<file path="src/rtl/alp_dq_seq_if.sv">
// ============================================================================
// Module      : alp_dq_seq_if
// Description : Control bundle between the microsequencer and the ALP DQ/MUX
//               sequencer: request/abort/stall inputs, slice control fields
//               and status outputs.
// Revision    : 1.0 - initial release
// ============================================================================
`default_nettype none

interface alp_dq_seq_if #(
    parameter int CNT_W = 6
);
    // Microsequencer -> sequencer
    logic             start_h;
    logic             op_h;
    logic             stall_h;
    logic             abort_h;
    logic             alu_sign_h;
    // Sequencer -> ALP slices / microsequencer
    logic             dmove_h;
    logic             dreg_inh_l;
    logic [1:0]       dq_h;
    logic [3:0]       mux_h;
    logic             alu_sub_h;
    logic             busy_h;
    logic             done_h;
    logic [CNT_W-1:0] step_h;

    // Microsequencer side
    modport master (
        output start_h, op_h, stall_h, abort_h, alu_sign_h,
        input  dmove_h, dreg_inh_l, dq_h, mux_h, alu_sub_h, busy_h, done_h, step_h
    );

    // Sequencer side
    modport slave (
        input  start_h, op_h, stall_h, abort_h, alu_sign_h,
        output dmove_h, dreg_inh_l, dq_h, mux_h, alu_sub_h, busy_h, done_h, step_h
    );
endinterface

`default_nettype wire

</file>
<file path="src/rtl/alp_dq_seq.sv">
// ============================================================================
// Module      : alp_dq_seq
// Description : Multi-cycle DMOVE/DREG_INH/DQ/MUX sequencer for the ALP slices.
//               Loads Q, then runs WIDTH multiply (Q right) or non-restoring
//               divide (Q left) steps, then pulses done.
// Revision    : 1.0 - initial release
// ============================================================================
`default_nettype none

module alp_dq_seq #(
    parameter int WIDTH = 32,
    parameter int CNT_W = 6
) (
    input  wire logic   clk,
    input  wire logic   reset,
    alp_dq_seq_if.slave bus
);

    // Sequencer states
    localparam logic [1:0] C_ST_IDLE = 2'd0;
    localparam logic [1:0] C_ST_LOAD = 2'd1;
    localparam logic [1:0] C_ST_STEP = 2'd2;
    localparam logic [1:0] C_ST_DONE = 2'd3;

    // Control codes {dmove_h, dreg_inh_l, dq_h[1:0], mux_h[3:0]}
    localparam logic [7:0] C_CODE_HOLD  = 8'b0_0_00_0100;
    localparam logic [7:0] C_CODE_LOAD  = 8'b1_1_01_0001;
    localparam logic [7:0] C_CODE_MSTEP = 8'b0_1_11_0001;
    localparam logic [7:0] C_CODE_DSTEP = 8'b0_1_10_0001;

    localparam logic [CNT_W-1:0] C_STEP_LAST = CNT_W'(WIDTH - 1);
    localparam logic [CNT_W-1:0] C_STEP_ONE  = CNT_W'(1);

    logic [1:0]       state_q, state_d;
    logic [CNT_W-1:0] step_q, step_d;
    logic             op_q, op_d;
    logic             sign_q, sign_d;

    logic [7:0]       ctrl_q, ctrl_d;
    logic             alu_sub_q, alu_sub_d;
    logic             busy_q, busy_d;
    logic             done_q, done_d;

    logic             w_hold;

    // A stalled LOAD/STEP cycle emits HOLD next; abort overrides the stall
    assign w_hold = ((state_q == C_ST_LOAD) || (state_q == C_ST_STEP)) &&
                    bus.stall_h && !bus.abort_h;

    // State register: FSM state, step counter, latched op and sign history
    always_ff @(posedge clk) begin
        if (reset) begin
            state_q <= C_ST_IDLE;
            step_q  <= '0;
            op_q    <= 1'b0;
            sign_q  <= 1'b0;
        end else begin
            state_q <= state_d;
            step_q  <= step_d;
            op_q    <= op_d;
            sign_q  <= sign_d;
        end
    end

    // Next-state logic: abort beats stall, stall beats advance/completion
    always_comb begin
        state_d = state_q;
        step_d  = step_q;
        op_d    = op_q;
        sign_d  = sign_q;
        case (state_q)
            C_ST_IDLE: begin
                if (bus.start_h) begin
                    state_d = C_ST_LOAD;
                    op_d    = bus.op_h;
                    step_d  = '0;
                end
            end
            C_ST_LOAD: begin
                if (bus.abort_h) begin
                    state_d = C_ST_IDLE;
                    step_d  = '0;
                end else if (!bus.stall_h) begin
                    state_d = C_ST_STEP;
                    step_d  = '0;
                end
            end
            C_ST_STEP: begin
                if (bus.abort_h) begin
                    state_d = C_ST_IDLE;
                    step_d  = '0;
                end else if (!bus.stall_h) begin
                    sign_d = bus.alu_sign_h;
                    if (step_q == C_STEP_LAST) begin
                        state_d = C_ST_DONE;
                    end else begin
                        step_d = step_q + C_STEP_ONE;
                    end
                end
            end
            default: begin
                state_d = C_ST_IDLE;
                if (bus.abort_h) begin
                    step_d = '0;
                end
            end
        endcase
    end

    // Output decode from the upcoming state so codes are registered
    always_comb begin
        ctrl_d    = C_CODE_HOLD;
        alu_sub_d = 1'b0;
        busy_d    = (state_d != C_ST_IDLE);
        done_d    = (state_d == C_ST_DONE);
        if (!w_hold) begin
            case (state_d)
                C_ST_LOAD: ctrl_d = C_CODE_LOAD;
                C_ST_STEP: begin
                    ctrl_d    = op_d ? C_CODE_DSTEP : C_CODE_MSTEP;
                    // First divide step subtracts; later ones follow the previous sign
                    alu_sub_d = op_d && ((step_d == '0) || !sign_d);
                end
                default:   ctrl_d = C_CODE_HOLD;
            endcase
        end
    end

    // Output register
    always_ff @(posedge clk) begin
        if (reset) begin
            ctrl_q    <= C_CODE_HOLD;
            alu_sub_q <= 1'b0;
            busy_q    <= 1'b0;
            done_q    <= 1'b0;
        end else begin
            ctrl_q    <= ctrl_d;
            alu_sub_q <= alu_sub_d;
            busy_q    <= busy_d;
            done_q    <= done_d;
        end
    end

    assign bus.dmove_h    = ctrl_q[7];
    assign bus.dreg_inh_l = ctrl_q[6];
    assign bus.dq_h       = ctrl_q[5:4];
    assign bus.mux_h      = ctrl_q[3:0];
    assign bus.alu_sub_h  = alu_sub_q;
    assign bus.busy_h     = busy_q;
    assign bus.done_h     = done_q;
    assign bus.step_h     = step_q;

endmodule

`default_nettype wire

</file>
<file path="src/flat_wrapper.sv">
// flat-port wrapper written by rule: the top's interface ports become plain ports
module alp_dq_seq_flat 
#(
    parameter int WIDTH = 32,
    parameter int CNT_W = 6
)
  (clk, reset, bus_start_h, bus_op_h, bus_stall_h, bus_abort_h, bus_alu_sign_h, bus_dmove_h, bus_dreg_inh_l, bus_dq_h, bus_mux_h, bus_alu_sub_h, bus_busy_h, bus_done_h, bus_step_h);
  alp_dq_seq_if #(.CNT_W(CNT_W)) bus_i ();
  input  wire logic clk;
  input  wire logic reset;
  input wire logic [$bits(bus_i.start_h)-1:0] bus_start_h;
  input wire logic [$bits(bus_i.op_h)-1:0] bus_op_h;
  input wire logic [$bits(bus_i.stall_h)-1:0] bus_stall_h;
  input wire logic [$bits(bus_i.abort_h)-1:0] bus_abort_h;
  input wire logic [$bits(bus_i.alu_sign_h)-1:0] bus_alu_sign_h;
  output wire logic [$bits(bus_i.dmove_h)-1:0] bus_dmove_h;
  output wire logic [$bits(bus_i.dreg_inh_l)-1:0] bus_dreg_inh_l;
  output wire logic [$bits(bus_i.dq_h)-1:0] bus_dq_h;
  output wire logic [$bits(bus_i.mux_h)-1:0] bus_mux_h;
  output wire logic [$bits(bus_i.alu_sub_h)-1:0] bus_alu_sub_h;
  output wire logic [$bits(bus_i.busy_h)-1:0] bus_busy_h;
  output wire logic [$bits(bus_i.done_h)-1:0] bus_done_h;
  output wire logic [$bits(bus_i.step_h)-1:0] bus_step_h;
  assign bus_i.start_h = bus_start_h;
  assign bus_i.op_h = bus_op_h;
  assign bus_i.stall_h = bus_stall_h;
  assign bus_i.abort_h = bus_abort_h;
  assign bus_i.alu_sign_h = bus_alu_sign_h;
  assign bus_dmove_h = bus_i.dmove_h;
  assign bus_dreg_inh_l = bus_i.dreg_inh_l;
  assign bus_dq_h = bus_i.dq_h;
  assign bus_mux_h = bus_i.mux_h;
  assign bus_alu_sub_h = bus_i.alu_sub_h;
  assign bus_busy_h = bus_i.busy_h;
  assign bus_done_h = bus_i.done_h;
  assign bus_step_h = bus_i.step_h;
  alp_dq_seq #(.WIDTH(WIDTH), .CNT_W(CNT_W)) u_core (.clk(clk), .reset(reset), .bus(bus_i));
endmodule
</file>
<file path="config.mk">
export PLATFORM = sky130hd
export DESIGN_NAME = alp_dq_seq_flat
export DESIGN_NICKNAME = d
export VERILOG_FILES = /design/src/rtl/alp_dq_seq_if.sv /design/src/rtl/alp_dq_seq.sv /design/src/flat_wrapper.sv
export SDC_FILE = /design/constraint.sdc
export NUM_CORES = 1
export LEC_CHECK = 0
export CORE_MARGIN = 2
export CORE_UTILIZATION = 47
export CTS_BUF_LIST = sky130_fd_sc_hd__clkbuf_2
export CTS_CLUSTER_DIAMETER = 80
export CTS_CLUSTER_SIZE = 16
export DETAILED_ROUTE_END_ITERATION = 10
export PLACE_DENSITY = 0.78
export SLEW_MARGIN = 15
export SYNTH_ARGS = -nofsm -noshare
export SYNTH_HDL_FRONTEND = slang
export SYNTH_SLANG_ARGS = --single-unit
</file>
<file path="constraint.sdc">
create_clock -name clk -period 2.2 [get_ports clk]
set_clock_uncertainty 0.2 [all_clocks]
set_input_delay 0.33 -clock clk [delete_from_list [all_inputs] [get_ports clk]]
set_output_delay 0.33 -clock clk [all_outputs]
set_load 0.05 [all_outputs]
</file>
== Word-level counts from Yosys, hierarchy flattened ==
Cells that the tools add are included.

* Output and inout port bits: 17
* Bits of input ports: 7
* Register bits after elaboration: 21
* Logic and storage cells: 50

* Reductions and logical operators: 12
* Bitwise operators: 1
* Mux-type cells: 22
* Add/sub/neg operators: 1
* Eq/ne operators: 6

{| class="wikitable"
|+ Operators by type and width
! kind !! count
|-
| 2-to-1 mux 6 bit || 7
|-
| one-hot mux 6 bit (3 select lines) || 1
|-
| one-hot mux 8 bit (2 select lines) || 1
|-
| 2-to-1 mux 2 bit || 6
|-
| adder 6 x 1 -> 6 bit (second input constant) || 1
|-
| equality test 2 bit (second input constant) || 3
|-
| equality test 6 x 5 -> 1 bit (second input constant) || 1
|-
| zero test 6 bit || 1
|-
| one-hot mux 2 bit (3 select lines) || 1
|-
| 2-to-1 mux 1 bit || 5
|-
| 2-to-1 mux 5 bit || 1
|-
| equality test 2 x 1 -> 1 bit (second input constant) || 2
|-
| logical AND 1 bit || 3
|-
| OR reduction 3 bit || 1
|-
| zero test 1 bit || 2
|-
| zero test 2 bit || 1
|-
| logical OR 1 bit || 2
|-
| nonzero test 2 bit || 1
|-
| OR reduction 2 bit || 1
|-
| NOT 1 bit || 1
|}

== Logic depth before layout (Yosys ltp) ==
Gate-level depths: netlist of run 1.

* Depth after elaboration: 8
* Mapped depth: 10
* Gate-level depth less buffers: 10

== Least setup slack after synthesis of run 1 ==
No wires, ideal clock.

* Path kind: register to register
* Start: reg u_core.step_q[0], in the netlist u_core.bus.step_h[0]
* End: reg u_core.alu_sub_q, in the netlist u_core.bus.alu_sub_h
* Data arrival time: 2,354 ps
* Slack: -441 ps
* Data required time: 1,913 ps
* Buffers on the path: 0
* Period minus slack after synthesis: 2,641 ps
* Setup time: 87 ps
* Cell stages (with the launch flop): 11
* Path through: dfxtp_1 -> ha_1 -> nand2_1 -> o21ai_0 -> a21oi_1 -> o22ai_1 -> nor2b_1 -> ha_1 -> and3b_1 -> nand4_1 -> o31ai_1

* Longest elaborated chain between the ends: 8
* Elaborated cells on any way between the ends: 20
* Those cells by class: add/sub (1); eq/ne (2); mux (12); bitwise (1); reduce/logical (4)

{| class="wikitable"
|+ RTL lines
! item !! line !! RTL
|-
| from (decl) || alp_dq_seq.sv:35 || <nowiki>logic [CNT_W-1:0] step_q, step_d;</nowiki>
|-
| from (signal assigned) || alp_dq_seq.sv:59 || <nowiki>step_q <= step_d;</nowiki>
|-
| equality test 6 x 5 -> 1 bit || alp_dq_seq.sv:94 || <nowiki>if (step_q == C_STEP_LAST) begin</nowiki>
|-
| 2-to-1 mux 2 bit || alp_dq_seq.sv:94 ||
|-
| 2-to-1 mux 2 bit || alp_dq_seq.sv:92 || <nowiki>end else if (!bus.stall_h) begin</nowiki>
|-
| 2-to-1 mux 2 bit || alp_dq_seq.sv:89 || <nowiki>if (bus.abort_h) begin</nowiki>
|-
| one-hot mux 2 bit (3 select lines) || alp_dq_seq.sv:71 || <nowiki>case (state_q)</nowiki>
|-
| named net u_core.state_d[1] || alp_dq_seq.sv:34 || <nowiki>logic [1:0] state_q, state_d;</nowiki>
|-
| equality test 2 bit || alp_dq_seq.sv:117 || <nowiki>case (state_d)</nowiki>
|-
| NOT 1 bit (no source line) || -- ||
|-
| OR reduction 3 bit (no source line) || -- ||
|-
| to (signal assigned) || alp_dq_seq.sv:138 || <nowiki>alu_sub_q <= alu_sub_d;</nowiki>
|-
| to (decl) || alp_dq_seq.sv:40 || <nowiki>logic alu_sub_q, alu_sub_d;</nowiki>
|}

The timed path passes the listed nets, and every way through them passes these cells.
A chain may end at the register's enable or synchronous reset.

== Worst setup path in the final report of run 1 ==
* Start: reg u_core.step_q[5], in the netlist u_core.bus.step_h[5]
* End: reg u_core.alu_sub_q, in the netlist u_core.bus.alu_sub_h

The elaborated chain is that of the path after synthesis.

==> flow_summary.ini, run 1 <==
[synth]
seq_area_frac_synth_pct = 33.14
ys.flop_type = dfxtp_1
synth.most_common_cell = dfxtp_1
yosysWarnings = 0
synth_top_area_share_pct = 33.14
synth_area_leader_cell = dfxtp_1
synth-async-reset-ratio_pct = 0
syn_area_per_cell_um2 = 9.061
synth_area_um2 = 1087
synth_edf_count = 0
ys_seq_elements = 18
ys_types = 41
yosys-top-cells-area = dfxtp_1, ha_1, buf_4, nor2_1, and3b_1
synthCells = 120
synth_common_cells = dfxtp_1, ha_1, nor2_1

[pwr]
pwr_density_cell_nw_per_um2 = 435.0
p_sw_share_pct = 33.52
totalPowerFinal_uw = 708.2
peakVddDrop_v = 0.0003916
intPower_uw = 470.8
p_comb_share_pct = 31.7
clock_power_share_pct = 19.5
sequentialPowerShare_pct = 48.7
p_switching_uw = 237.4
leakage_nw = 0.7790

[placed_design]
gp_congestion = 1.009
dpl.hpwl_um = 2108
numPortBuffers = 21

[floorplan]
start_util_pct = 49.63
die_area_um2 = 2714
dieWidth_um = 52.10
fp-row-count = 17
core_area_um2 = 2191
boundaryPins = 24
die_h_um = 52.10

[hold_path]
holdCritStartpoint = u_core.sign_q$_SDFF_PP0_
hold_path_class = flop to flop
holdPathStages = 2

[clock_tree]
postCtsHoldBufs = 0
cts_tree = done
clk_pin_slew_worst_paths_ns = 0.16
clock_path_buffers = 2
cts_made_buffers = 3
root_buffer = clkbuf_2
cts_max_level = 1
cts.sink_count = 18
clk_latency_ns = 0.29

[global_routing]
grt_max_degree = 14
grt.total_usage_pct = 22.40
grt_pass1_vias = 1005
gr-total-overflow = 0
grt_pass1_wl_um = 4443
grt_antenna_before_repair = 0

[detailed_routing]
wirelength_um = 3083
drt_first_pass_iters = 4
viasPerCell = 5.629
wire_per_inst_um = 15.65
route.detailed.drc = 0
vias = 1109
ant_nets = 0
drt_iter0_drc = 31

[worst_setup_path]
reg2reg_slack_ns = -0.14
critPathLaunch = u_core.bus.step_h[5]$_SDFF_PP0_
crit_path_end_kind = flop
r2r-start = u_core.bus.step_h[5]$_SDFF_PP0_
worst-path-max-fanout = 2
arrival_ns = 2.37
start_kind = flop
cp.required_ns = 2.22
rr_endpoint = u_core.bus.alu_sub_h$_SDFF_PP0_
rr_worst_depth = 9
crit_type = flop to flop
crit_path_end = u_core.bus.alu_sub_h$_SDFF_PP0_

[sta]
finalCritPeriodShare_pct = 106.6
max_freq_ghz = 0.4265
relSlewSlack_pct = 65.87
setup_tns_ns = -0.1446
worst_pin_slew_ns = 0.5104
hold_viol_final = 0
setup_slack_ns = -0.1446
rsz0062_at_grt = yes
setup_viol = 1
slew_violations = 0
fin_crit_ns = 2.345

[layout]
fillers = 163
diodes = 0
multiInputGateArea_um2 = 724.4
area_growth_pct = 49.71
drive_above_1_share_pct = 33.14
seqCellArea_um2 = 382.9
layout.nets = 187

[run]
max-cap-violations = 0

[outcome]
violations = setup timing
status = finished, violations left
## through the flow
| step | setup WS (ns) | cell area [µm²] | utilization (%) | cells | hold WS, ns |
|---|---|---|---|---|---|
| after global routing | -0.2192 | 1628 | 74.30 | 197 | 0.3706 |
| final | -0.1446 | 1628 | 74.30 | 197 | 0.3442 |
| after floorplan | 0.01443 | 1119 | - | 121 | 0.1942 |
| after detailed placement | -0.2247 | 1475 | 67.33 | 184 | 0.3059 |
| after CTS | 0.004912 | 1535 | 70.07 | 191 | 0.3414 |
| after global placement | -0.1351 | 1475 | 67.33 | 184 | 0.2868 |
## cells in the final DEF (no fill, tap or decap), drive strengths merged, types with 2 or more instances in the layout
master,count
a211oi,2
a21o,2
a21oi,5
a31oi,2
a32oi,2
and2,2
and3b,4
buf,30
clkbuf,3
clkdlybuf4s50,19
conb,2
dfxtp,18
dlymetal6s2s,2
ha,10
inv,7
mux2i,2
nand2,6
nand2b,5
nand4b,2
nor2,10
nor2b,5
nor3b,2
o21ai,5
o21bai,2
o22ai,4
## routing by layer
layer	track usage (%)	vias to the layer above	share of wire, %
met5	0	-	0
met4	8.333	0	3.8
met3	5.460	12	5.7
met2	40.08	52	53
met1	25.35	520	37
li1	-	525	-
## timing repair
action	4_1_cts	5_1_grt
resized for setup	7	14
setup endpoints to repair	1	7
pin swaps	0	5
setup buffers	3	6
## kinds of logic after synthesis
kind of cell	share of synthesized area [%]
AOI/OAI and AO/OA	19.91
adders and majority gates	11.51
buffers and inverters	6.674
DFF	33.14
muxes	1.841
other	0.3449
and+or+nand+nor	26.58
## worst min path at each step
| stage | slack, ns | to |
|---|---|---|
| floorplan | 0.19 | u_core.bus.step_h[2]$_SDFF_PP0_ |
| global placement | 0.29 | u_core.sign_q$_SDFF_PP0_ |
| detailed placement | 0.31 | u_core.sign_q$_SDFF_PP0_ |
| CTS | 0.34 | u_core.sign_q$_SDFF_PP0_ |
| global route | 0.37 | u_core.sign_q$_SDFF_PP0_ |
| finish | 0.34 | u_core.sign_q$_SDFF_PP0_ |
## worst max-delay path: stages (launching register included)
cell      delay, ns
dfxtp_4        0.37
nand3b_1       0.21
o21ai_1        0.22
a21oi_1        0.11
o22ai_2        0.21
nor2b_4        0.20
ha_2           0.18
and3b_1        0.20
nand4_1        0.11
o31ai_1        0.24
## power groups by stage
stage / Combinational, mW / Clock, mW / Sequential [mW]
floorplan: 0.0873 / 0 / 0.394
global placement: 0.198 / 0 / 0.353
detailed placement: 0.201 / 0 / 0.354
CTS: 0.208 / 0.141 / 0.345
global route: 0.240 / 0.155 / 0.347
finish: 0.225 / 0.138 / 0.345
## sequential cells by signal (all words and copies together), names as in the netlist
| register | flops |
|---|---|
| u_core.bus.alu_sub_h | 1 |
| u_core.bus.busy_h | 1 |
| u_core.bus.done_h | 1 |
| u_core.bus.step_h | 6 |
| u_core.ctrl_q | 5 |
| u_core.op_q | 1 |
| u_core.sign_q | 1 |
| u_core.state_q | 2 |
## layout make-up
class,count,share of cell area [%]
Multi-Input combinational cell,89,44.50
Timing Repair Buffer,51,27.06
Sequential cell,18,23.52
Tap cell,28,2.152
Inverter,7,1.614
Clock buffer,3,0.9224
Clock inverter,1,0.2306
Power figures use the tool's default switching activity.
==> run 2, diff against run 1 <==
- CORE_ASPECT_RATIO: unset -> 2
- CORE_UTILIZATION: 47 -> 40
- PLACE_DENSITY: 0.78 -> 0.68
==> flow_summary.ini, run 2 (synthesis gave the netlist of run 1 again) <==
[floorplan]
core_area_um2 = 2570
die_area_um2 = 3176
fp-row-count = 26
die_h_um = 77.73
start_util_pct = 42.31
boundaryPins = 24
dieWidth_um = 40.87

[outcome]
status = finished, final reports clean

[sta]
slew_violations = 0
relSlewSlack_pct = 66.11
fin_crit_ns = 2.183
rsz0062_at_grt = yes
hold_viol_final = 0
setup_tns_ns = 0
worst_pin_slew_ns = 0.5068
fin_hold_ws_ns = 0.3363
finalCritPeriodShare_pct = 99.24
setup_slack_ns = 0.01669
max_freq_ghz = 0.4580
setup_viol = 0

[detailed_routing]
drt_iter0_drc = 47
wirelength_um = 3011
viasPerCell = 5.539
vias = 1069
route.detailed.drc = 0
drt_first_pass_iters = 4
ant_nets = 0
wire_per_inst_um = 15.60

[layout]
largest_register_ffs = 6
final_core_util_pct = 61.93
layout.nets = 183
stdcell_area_um2 = 1592
final_common_cell = buf_4
fin_cells = 193
fillers = 223
diodes = 0
drive_above_1_share_pct = 30.91
area_growth_pct = 46.38
layout_common_cells = buf_4, clkdlybuf4s50_1, nor2_1, dfxtp_1, nand2_1
seqCellArea_um2 = 380.4
multiInputGateArea_um2 = 714.4

[worst_setup_path]
cp.required_ns = 2.21
critPathBufInv = 0
crit_path_end_kind = flop
start_kind = flop
crit_slowest_cell = dfxtp_2
worst-path-max-fanout = 2
rr_worst_depth = 9
cp_cell_sequence = nand3b_1 > o21ai_1 > a21oi_1 > o22ai_2 > nor2b_4 > ha_2 > and3b_1 > nand4_1 > o31ai_1
max_stage_delay_ns = 0.35
critPathTopFamily = simple AND/OR/NAND/NOR gates
crit_type = flop to flop
arrival_ns = 2.20
path_depth = 9

[clock_tree]
clk_pin_slew_worst_paths_ns = 0.15
clk_latency_ns = 0.29
cts_max_level = 1
postCtsHoldBufs = 0
cts.sink_count = 18
cts_made_buffers = 3
root_buffer = clkbuf_2
cts_tree = done
clock_path_buffers = 2

[placed_design]
placedCellCount = 185
pre_cts_ws_ns = -0.2257
numPortBuffers = 21
gp_congestion = 0.7973
dpl.hpwl_um = 2301
post_dp_cell_area_um2 = 1483

[hold_path]
hold_path_class = flop to flop
holdPathStages = 2

[global_routing]
grt.total_usage_pct = 21.00
grt_antenna_before_repair = 0
grt_pass1_vias = 1032
gr-total-overflow = 0
grt_max_degree = 14
grt_pass1_wl_um = 4609

[pwr]
peakVddDrop_v = 0.0003766
leakage_nw = 0.7629
pwr_density_cell_nw_per_um2 = 440.5
totalPowerFinal_uw = 701.0

[run]
max-cap-violations = 0
run 2: path summary, 6_finish.rpt:
check                                       start                               to  slack [ns]
hold / removal           u_core.sign_q$_SDFF_PP0_         u_core.sign_q$_SDFF_PP0_        0.34
hold reg to reg          u_core.sign_q$_SDFF_PP0_         u_core.sign_q$_SDFF_PP0_        0.34
setup reg to reg  u_core.bus.step_h[5]$_SDFF_PP0_  u_core.bus.alu_sub_h$_SDFF_PP0_        0.02
setup / recovery  u_core.bus.step_h[5]$_SDFF_PP0_  u_core.bus.alu_sub_h$_SDFF_PP0_        0.02
run 2: power by group:
| part | total [mW] | internal (mW) | switching, mW |
|---|---|---|---|
| combinational | 0.211 | 0.0860 | 0.125 |
| sequential | 0.348 | 0.339 | 0.00905 |
| clock | 0.142 | 0.0482 | 0.0942 |
run 2: area by class of cell:
type / count / area share (%)
clock buffers: 4 / 1.258
repair buffers: 47 / 25.94
well taps: 28 / 2.201
multi-input cells: 89 / 44.89
inverters: 7 / 1.808
flip-flops and latches: 18 / 23.90
run 2: worst reg2reg max path: cells and delay by family, from the launching register on:
family | cells | cell delay, ns
compound gates | 4 | 0.67
fa+ha+maj | 1 | 0.18
flops | 1 | 0.35
simple gates | 4 | 0.71
run 2: per-layer routing:
metal / part of all wire, % / global-route usage [%] / up-vias
met5: 0 / 0 / -
met4: 5.0 / 13.33 / 0
met3: 3.9 / 1.143 / 12
met2: 56 / 37.19 / 39
met1: 35 / 20.65 / 503
li1: - / - / 515
run 2: timing repair:
action	4_1_cts	5_1_grt
gates resized for setup	3	17
endpoints found under the hold margin	0	0
setup endpoints to repair	1	4
buffers inserted	3	1
pin swaps	0	3
